## src/rtl/game_flow_ctrl_if.sv

```systemverilog
// game_flow_ctrl_if: signal bundle between the game flow sequencer and its
// surroundings (keyboard decoder, obstacle_column, HUD).
//   start_key       - key level from the keyboard decoder
//   will_collide    - collision level from obstacle_column
//   passed_through  - pass level from obstacle_column (multi-frame high)
//   start_moving    - one-frame start kick to obstacle_column
//   column_reset    - one-frame re-init request after death
//   game_state      - 00 IDLE, 01 RUN, 10 DEAD
//   gravity_flip    - 0 normal, 1 inverted gravity
//   score_bcd       - current score, packed BCD, LS digit in [3:0]
//   high_score_bcd  - best score since reset, packed BCD
// master: the sequencer side; slave: the environment side.
interface game_flow_ctrl_if #(
    parameter int unsigned SCORE_DIGITS = 3
);
    logic                        start_key;
    logic                        will_collide;
    logic                        passed_through;
    logic                        start_moving;
    logic                        column_reset;
    logic [1:0]                  game_state;
    logic                        gravity_flip;
    logic [4*SCORE_DIGITS-1:0]   score_bcd;
    logic [4*SCORE_DIGITS-1:0]   high_score_bcd;

    modport master (
        input  start_key, will_collide, passed_through,
        output start_moving, column_reset, game_state, gravity_flip,
               score_bcd, high_score_bcd
    );

    modport slave (
        output start_key, will_collide, passed_through,
        input  start_moving, column_reset, game_state, gravity_flip,
               score_bcd, high_score_bcd
    );
endinterface

```

## src/rtl/game_flow_ctrl.sv

```systemverilog
// game_flow_ctrl: per-frame game sequencer downstream of obstacle_column.
// Owns the IDLE/RUN/DEAD flow, emits the start kick and post-death re-init
// pulse, tracks gravity orientation and keeps BCD score / high score.
//   frame_clk - frame clock, all state changes on its rising edge
//   Reset     - asynchronous, active-high
//   gfc       - game_flow_ctrl_if.master (inputs from keyboard/obstacle,
//               registered outputs to obstacle_column and HUD)
module game_flow_ctrl #(
    parameter int unsigned SCORE_DIGITS = 3,
    parameter int unsigned DEATH_FRAMES = 60,
    parameter int unsigned FLIP_EVERY   = 1
) (
    input  logic                    frame_clk,
    input  logic                    Reset,
    game_flow_ctrl_if.master        gfc
);
    localparam int unsigned SW = 4 * SCORE_DIGITS;
    localparam int unsigned TW = (DEATH_FRAMES > 1) ? $clog2(DEATH_FRAMES) : 1;
    localparam int unsigned CW = $clog2(FLIP_EVERY + 1);
    localparam logic [TW-1:0] T_LOAD = TW'(DEATH_FRAMES - 1);
    localparam logic [CW-1:0] C_TOP  = CW'(FLIP_EVERY);
    localparam logic [SW-1:0] ALL9   = {SCORE_DIGITS{4'h9}};

    typedef enum logic [1:0] {
        IDLE = 2'b00,
        RUN  = 2'b01,
        DEAD = 2'b10
    } state_t;

    state_t          state;
    logic            key_prev;
    logic            pass_prev;
    logic            start_moving;
    logic            column_reset;
    logic            gravity_flip;
    logic [SW-1:0]   score;
    logic [SW-1:0]   high_score;
    logic [CW-1:0]   pass_cnt;
    logic [TW-1:0]   death_timer;

    logic            key_edge;
    logic            pass_edge;
    logic [CW-1:0]   pass_cnt_next;

    // BCD +1 with per-digit carry; a score of all 9s saturates.
    function automatic logic [SW-1:0] bcd_inc(input logic [SW-1:0] v);
        logic [SW-1:0] r;
        logic          carry;
        r     = v;
        carry = 1'b1;
        if (v != ALL9) begin
            for (int unsigned i = 0; i < SCORE_DIGITS; i++) begin
                if (carry) begin
                    if (r[4*i +: 4] == 4'd9) begin
                        r[4*i +: 4] = 4'd0;
                    end else begin
                        r[4*i +: 4] = r[4*i +: 4] + 4'd1;
                        carry       = 1'b0;
                    end
                end
            end
        end
        return r;
    endfunction

    assign key_edge      = gfc.start_key & ~key_prev;
    assign pass_edge     = gfc.passed_through & ~pass_prev;
    assign pass_cnt_next = pass_cnt + CW'(1);

    always_ff @(posedge frame_clk or posedge Reset) begin
        if (Reset) begin
            state        <= IDLE;
            // Prev registers reset high so a level already present at
            // reset release does not count as a fresh press/pass.
            key_prev     <= 1'b1;
            pass_prev    <= 1'b1;
            start_moving <= 1'b0;
            column_reset <= 1'b0;
            gravity_flip <= 1'b0;
            score        <= '0;
            high_score   <= '0;
            pass_cnt     <= '0;
            death_timer  <= '0;
        end else begin
            key_prev     <= gfc.start_key;
            pass_prev    <= gfc.passed_through;
            start_moving <= 1'b0;
            column_reset <= 1'b0;
            case (state)
                IDLE: begin
                    if (key_edge) begin
                        state        <= RUN;
                        start_moving <= 1'b1;
                        score        <= '0;
                        pass_cnt     <= '0;
                        gravity_flip <= 1'b0;
                    end
                end
                RUN: begin
                    // Collision wins over a pass in the same frame.
                    if (gfc.will_collide) begin
                        state       <= DEAD;
                        death_timer <= T_LOAD;
                        if (score > high_score) begin
                            high_score <= score;
                        end
                    end else if (pass_edge) begin
                        score <= bcd_inc(score);
                        if (pass_cnt_next == C_TOP) begin
                            gravity_flip <= ~gravity_flip;
                            pass_cnt     <= '0;
                        end else begin
                            pass_cnt <= pass_cnt_next;
                        end
                    end
                end
                DEAD: begin
                    // Presses during the countdown are dropped, not queued.
                    if (death_timer != '0) begin
                        death_timer <= death_timer - TW'(1);
                    end else if (key_edge) begin
                        state        <= IDLE;
                        column_reset <= 1'b1;
                    end
                end
                default: begin
                    state        <= IDLE;
                    gravity_flip <= 1'b0;
                    score        <= '0;
                    pass_cnt     <= '0;
                    death_timer  <= '0;
                end
            endcase
        end
    end

    assign gfc.game_state     = state;
    assign gfc.start_moving   = start_moving;
    assign gfc.column_reset   = column_reset;
    assign gfc.gravity_flip   = gravity_flip;
    assign gfc.score_bcd      = score;
    assign gfc.high_score_bcd = high_score;
endmodule

```

## src/flat_wrapper.sv

```systemverilog
// flat-port wrapper written by rule: the top's interface ports become plain ports
module game_flow_ctrl_flat 
#(
    parameter int unsigned SCORE_DIGITS = 3,
    parameter int unsigned DEATH_FRAMES = 60,
    parameter int unsigned FLIP_EVERY   = 1
)
  (frame_clk, Reset, gfc_start_key, gfc_will_collide, gfc_passed_through, gfc_start_moving, gfc_column_reset, gfc_game_state, gfc_gravity_flip, gfc_score_bcd, gfc_high_score_bcd);
  game_flow_ctrl_if #(.SCORE_DIGITS(SCORE_DIGITS)) gfc_i ();
  input  logic frame_clk;
  input  logic Reset;
  input wire logic [$bits(gfc_i.start_key)-1:0] gfc_start_key;
  input wire logic [$bits(gfc_i.will_collide)-1:0] gfc_will_collide;
  input wire logic [$bits(gfc_i.passed_through)-1:0] gfc_passed_through;
  output wire logic [$bits(gfc_i.start_moving)-1:0] gfc_start_moving;
  output wire logic [$bits(gfc_i.column_reset)-1:0] gfc_column_reset;
  output wire logic [$bits(gfc_i.game_state)-1:0] gfc_game_state;
  output wire logic [$bits(gfc_i.gravity_flip)-1:0] gfc_gravity_flip;
  output wire logic [$bits(gfc_i.score_bcd)-1:0] gfc_score_bcd;
  output wire logic [$bits(gfc_i.high_score_bcd)-1:0] gfc_high_score_bcd;
  assign gfc_i.start_key = gfc_start_key;
  assign gfc_i.will_collide = gfc_will_collide;
  assign gfc_i.passed_through = gfc_passed_through;
  assign gfc_start_moving = gfc_i.start_moving;
  assign gfc_column_reset = gfc_i.column_reset;
  assign gfc_game_state = gfc_i.game_state;
  assign gfc_gravity_flip = gfc_i.gravity_flip;
  assign gfc_score_bcd = gfc_i.score_bcd;
  assign gfc_high_score_bcd = gfc_i.high_score_bcd;
  game_flow_ctrl #(.SCORE_DIGITS(SCORE_DIGITS), .DEATH_FRAMES(DEATH_FRAMES), .FLIP_EVERY(FLIP_EVERY)) u_core (.frame_clk(frame_clk), .Reset(Reset), .gfc(gfc_i));
endmodule
```

## config.mk

```make
export PLATFORM = sky130hd
export DESIGN_NAME = game_flow_ctrl_flat
export DESIGN_NICKNAME = d
export VERILOG_FILES = /design/src/rtl/game_flow_ctrl_if.sv /design/src/rtl/game_flow_ctrl.sv /design/src/flat_wrapper.sv
export SDC_FILE = /design/constraint.sdc
export NUM_CORES = 1
export LEC_CHECK = 0
export BUFFER_PORTS_ARGS = -buffer_cell sky130_fd_sc_hd__buf_2
export CAP_MARGIN = 30
export CORE_ASPECT_RATIO = 1.2
export CORE_MARGIN = 3
export CORE_UTILIZATION = 51
export DETAILED_ROUTE_END_ITERATION = 7
export GPL_ROUTABILITY_DRIVEN = 0
export HOLD_SLACK_MARGIN = 0.05
export PLACE_DENSITY = 0.78
export SYNTH_ARGS = -nofsm -noshare
export SYNTH_HDL_FRONTEND = slang
export SYNTH_SLANG_ARGS = --single-unit
```

## constraint.sdc

```tcl
create_clock -name frame_clk -period 2.35 [get_ports frame_clk]
set_clock_uncertainty 0.15 [all_clocks]
set_input_delay 0.1175 -clock frame_clk [delete_from_list [all_inputs] [get_ports frame_clk]]
set_output_delay 0.1175 -clock frame_clk [all_outputs]
set_load 0.01 [all_outputs]
```

==> flow_summary.toml <==
[status]
status = "finished, final reports clean"

[die]
die_w_um = 66.0
core_area_sq_um = 4070
num_rows = 25
io_pins = 34
dieArea_sq_um = 5150
die_h_um = 78.0
initial_utilization_pct = 54.2

[logic_synthesis]
ys_seq_elements = 37
synth-warning-count = 0
synth.distinct_cells = 44
yosysSeqAreaShare_pct = 42.1
netlist_area_sq_um = 2200
syn_avg_cell_area_sq_um = 9.98
syn_nets = 249
syn_inst = 221

[finish]
fill_cells = 325
finish.instance_area_sq_um = 2790
register_area_sq_um = 928
multi_input_area_sq_um = 1210
layout.nets = 314
drive_above_1_share_pct = 31.7
antenna_cells = 0
syn_to_final_growth_pct = 26.6

[setup_path]
critical_path_class = "register to register"
cp-start-kind = "register"
crit_required_ns = 2.39
cp_cell_sequence = "inv_1 > ha_4 > nand4_1 > or3_4 > a21o_1 > a31oi_4 > buf_6 > mux2_4"
cpMaxStageDelayCell = "dfrtp_1"
slowest_delay_ns = 0.37
cp-end-kind = "register"
crit_fanout = 8
crit_arrival_ns = 2.33

[timing]
max_slew.worst_pin.slew_ns = 0.469
setup_tns_ns = 0
slew_viol_final = 0
fin_crit_sh_pct = 97.7
hold_viol = 0
rsz0062_at_grt = "true"
max_slew_margin_pct = 68.7
final-setup-viol-count = 0
fmax_ghz = 0.436
finalCriticalPeriod_ns = 2.30

[route]
wl_per_cell_um = 14.0
vias = 1829
drcViolationCount = 0
ant_nets = 0
drtPass1Iterations = 4
drt-total-wl_um = 4760
drtIter0Drc = 100
viasPerCell = 5.36

[power]
power_density_nw_per_um2 = 860
static-leakage-power_nw = 1.36
vdd_drop_max_mv = 0.616

[job]
maxCapViolCount = 0

[global_route]
grt_pass1_wl_um = 8300
grt_pass1_vias = 1920
antenna_found_initial = 0
grtUsageTotal_pct = 20.7
grt_overflow_total = 0
grt_max_degree = 38

[place]
place_area_sq_um = 2590
io_buffers = 33
dpl.hpwl_um = 3490

[cts]
clock_latency_ns = 0.29
cts_htree_levels = 2
cts-root-buf = "clkbuf_8"
clk_pin_slew_worst_paths_ns = 0.08
cts_tree = "done"
max-clock-path-buffers = 2
cts_buffers = 5
clock_sinks = 37

[worst_hold_path]
hp-class = "input pin to register"
==> metrics by stage <==
stage	utilization [%]	power, mW	cells	hold slack (ns)	worst slack [ns]
after floorplan	-	1.56	221	-0.0280	0.00755
after global placement	63.8	1.91	326	0.0903	0.0569
after detailed placement	63.8	1.94	326	0.0927	-0.00198
after CTS	66.5	2.38	337	0.0726	0.00613
after global routing	68.6	2.61	341	0.0880	-0.0399
final	68.6	2.40	341	0.0905	0.0540
==> metal layers <==
layer  GRT usage [%]  routed length (um)
met2            35.2                2390
met1            25.3                2120
met4            7.93                  76
met3            4.43                 179
met5               0                   0
==> cell families after synthesis <==
logic type / after synthesis / share of synthesized area, %
adders and majority gates: 23 / 13.1
DFF: 37 / 42.1
muxes: 14 / 8.06
AOI/OAI and AO/OA: 54 / 16.3
buffers and inverters: 30 / 5.45
and+or+nand+nor: 63 / 15.0
==> cell usage after synthesis, drive strengths merged <==
library cell,number,share of area (%)
ha,23,13
buf,1,0.51
o31a,1,0.40
o211a,1,0.45
nand4,4,1.1
nor2b,5,1.4
dfrtp,35,40
o31ai,5,1.7
and2,1,0.28
nor3,2,0.45
a31oi,3,1.1
o22ai,1,0.28
dfstp,2,2.4
o211ai,6,2.3
o21ai,16,3.8
a22o,1,0.40
mux2i,5,2.3
nand2,21,3.6
nand3,7,1.6
o41ai,1,0.40
or3,1,0.28
and3,2,0.57
and3b,1,0.40
inv,25,4.3
nor3b,1,0.57
a32o,2,0.91
or4,1,0.34
o2bb2ai,1,0.40
nor4,1,0.28
nor2,6,1.0
mux2,9,5.8
clkbuf,4,0.68
nand3b,3,1.0
a21o,3,1.0
a21oi,13,3.1
nand2b,5,1.5
or2,2,0.57
==> sequential cells by signal, indices dropped and copies added (netlist names), 2 cells and up <==
signal / flops
u_core.death_timer: 6
u_core.gfc.high_score_bcd: 12
u_core.gfc.game_state: 2
u_core.gfc.score_bcd: 12
==> layout by cell type (no fill, tap or decap), drive strengths merged, types with 4 or more instances in the layout <==
cell	instances
a21oi	13
buf	60
clkbuf	7
dfrtp	35
ha	23
inv	25
mux2	9
mux2i	5
nand2	21
nand2b	5
nand3	7
nand4	4
nor2	6
nor2b	5
o211ai	6
o21ai	16
o31ai	5
==> worst paths after layout <==
check / startpoint / end / slack, ns / cells past startpoint
min in group asynchronous: Reset / u_core.gfc.score_bcd[5] / 0.32 / 4
hold / removal: gfc_will_collide / u_core.gfc.game_state[1] / 0.09 / 3
setup / recovery: u_core.gfc.high_score_bcd[11] / u_core.gfc.high_score_bcd[2] / 0.05 / 8
hold reg to reg: u_core.gfc.high_score_bcd[3] / u_core.gfc.high_score_bcd[3] / 0.39 / 1
max in group asynchronous: Reset / u_core.key_prev / 1.38 / 4
setup reg to reg: u_core.gfc.high_score_bcd[11] / u_core.gfc.high_score_bcd[2] / 0.05 / 8
==> where the power goes <==
group / leakage, nW / total [mW] / switching, mW / internal (mW)
clock network: 0.0422 / 0.435 / 0.227 / 0.208
logic: 0.833 / 1.15 / 0.678 / 0.469
registers: 0.488 / 0.818 / 0.0774 / 0.740
total: 1.36 / 2.40 / 0.982 / 1.42
==> worst max-delay path: cells and delay by family, from the launching register on <==
kind	cells	cell delay [ns]
AOI/OAI and AO/OA	2	0.40
and+or+nand+nor	2	0.45
buffers and inverters	2	0.26
muxes	1	0.30
adders and majority gates	1	0.27
DFF	1	0.37
==> what timing repair did <==
item                                   4_1_cts  5_1_grt
setup endpoints to repair                    0       10
setup buffers                                0        4
gates resized for setup                      0       10
hold buffers                                 3        0
endpoints found under the hold margin       37        0
==> area by class of cell <==
cell class / count / share of cell area [%]
clock buffers: 7 / 2.73
clock inverters: 1 / 0.179
inverters: 25 / 3.36
multi-input cells: 154 / 43.5
flip-flops and latches: 37 / 33.3
well taps: 54 / 2.42
repair buffers: 63 / 14.5
No activity file was read; power rests on OpenSTA's default activity.
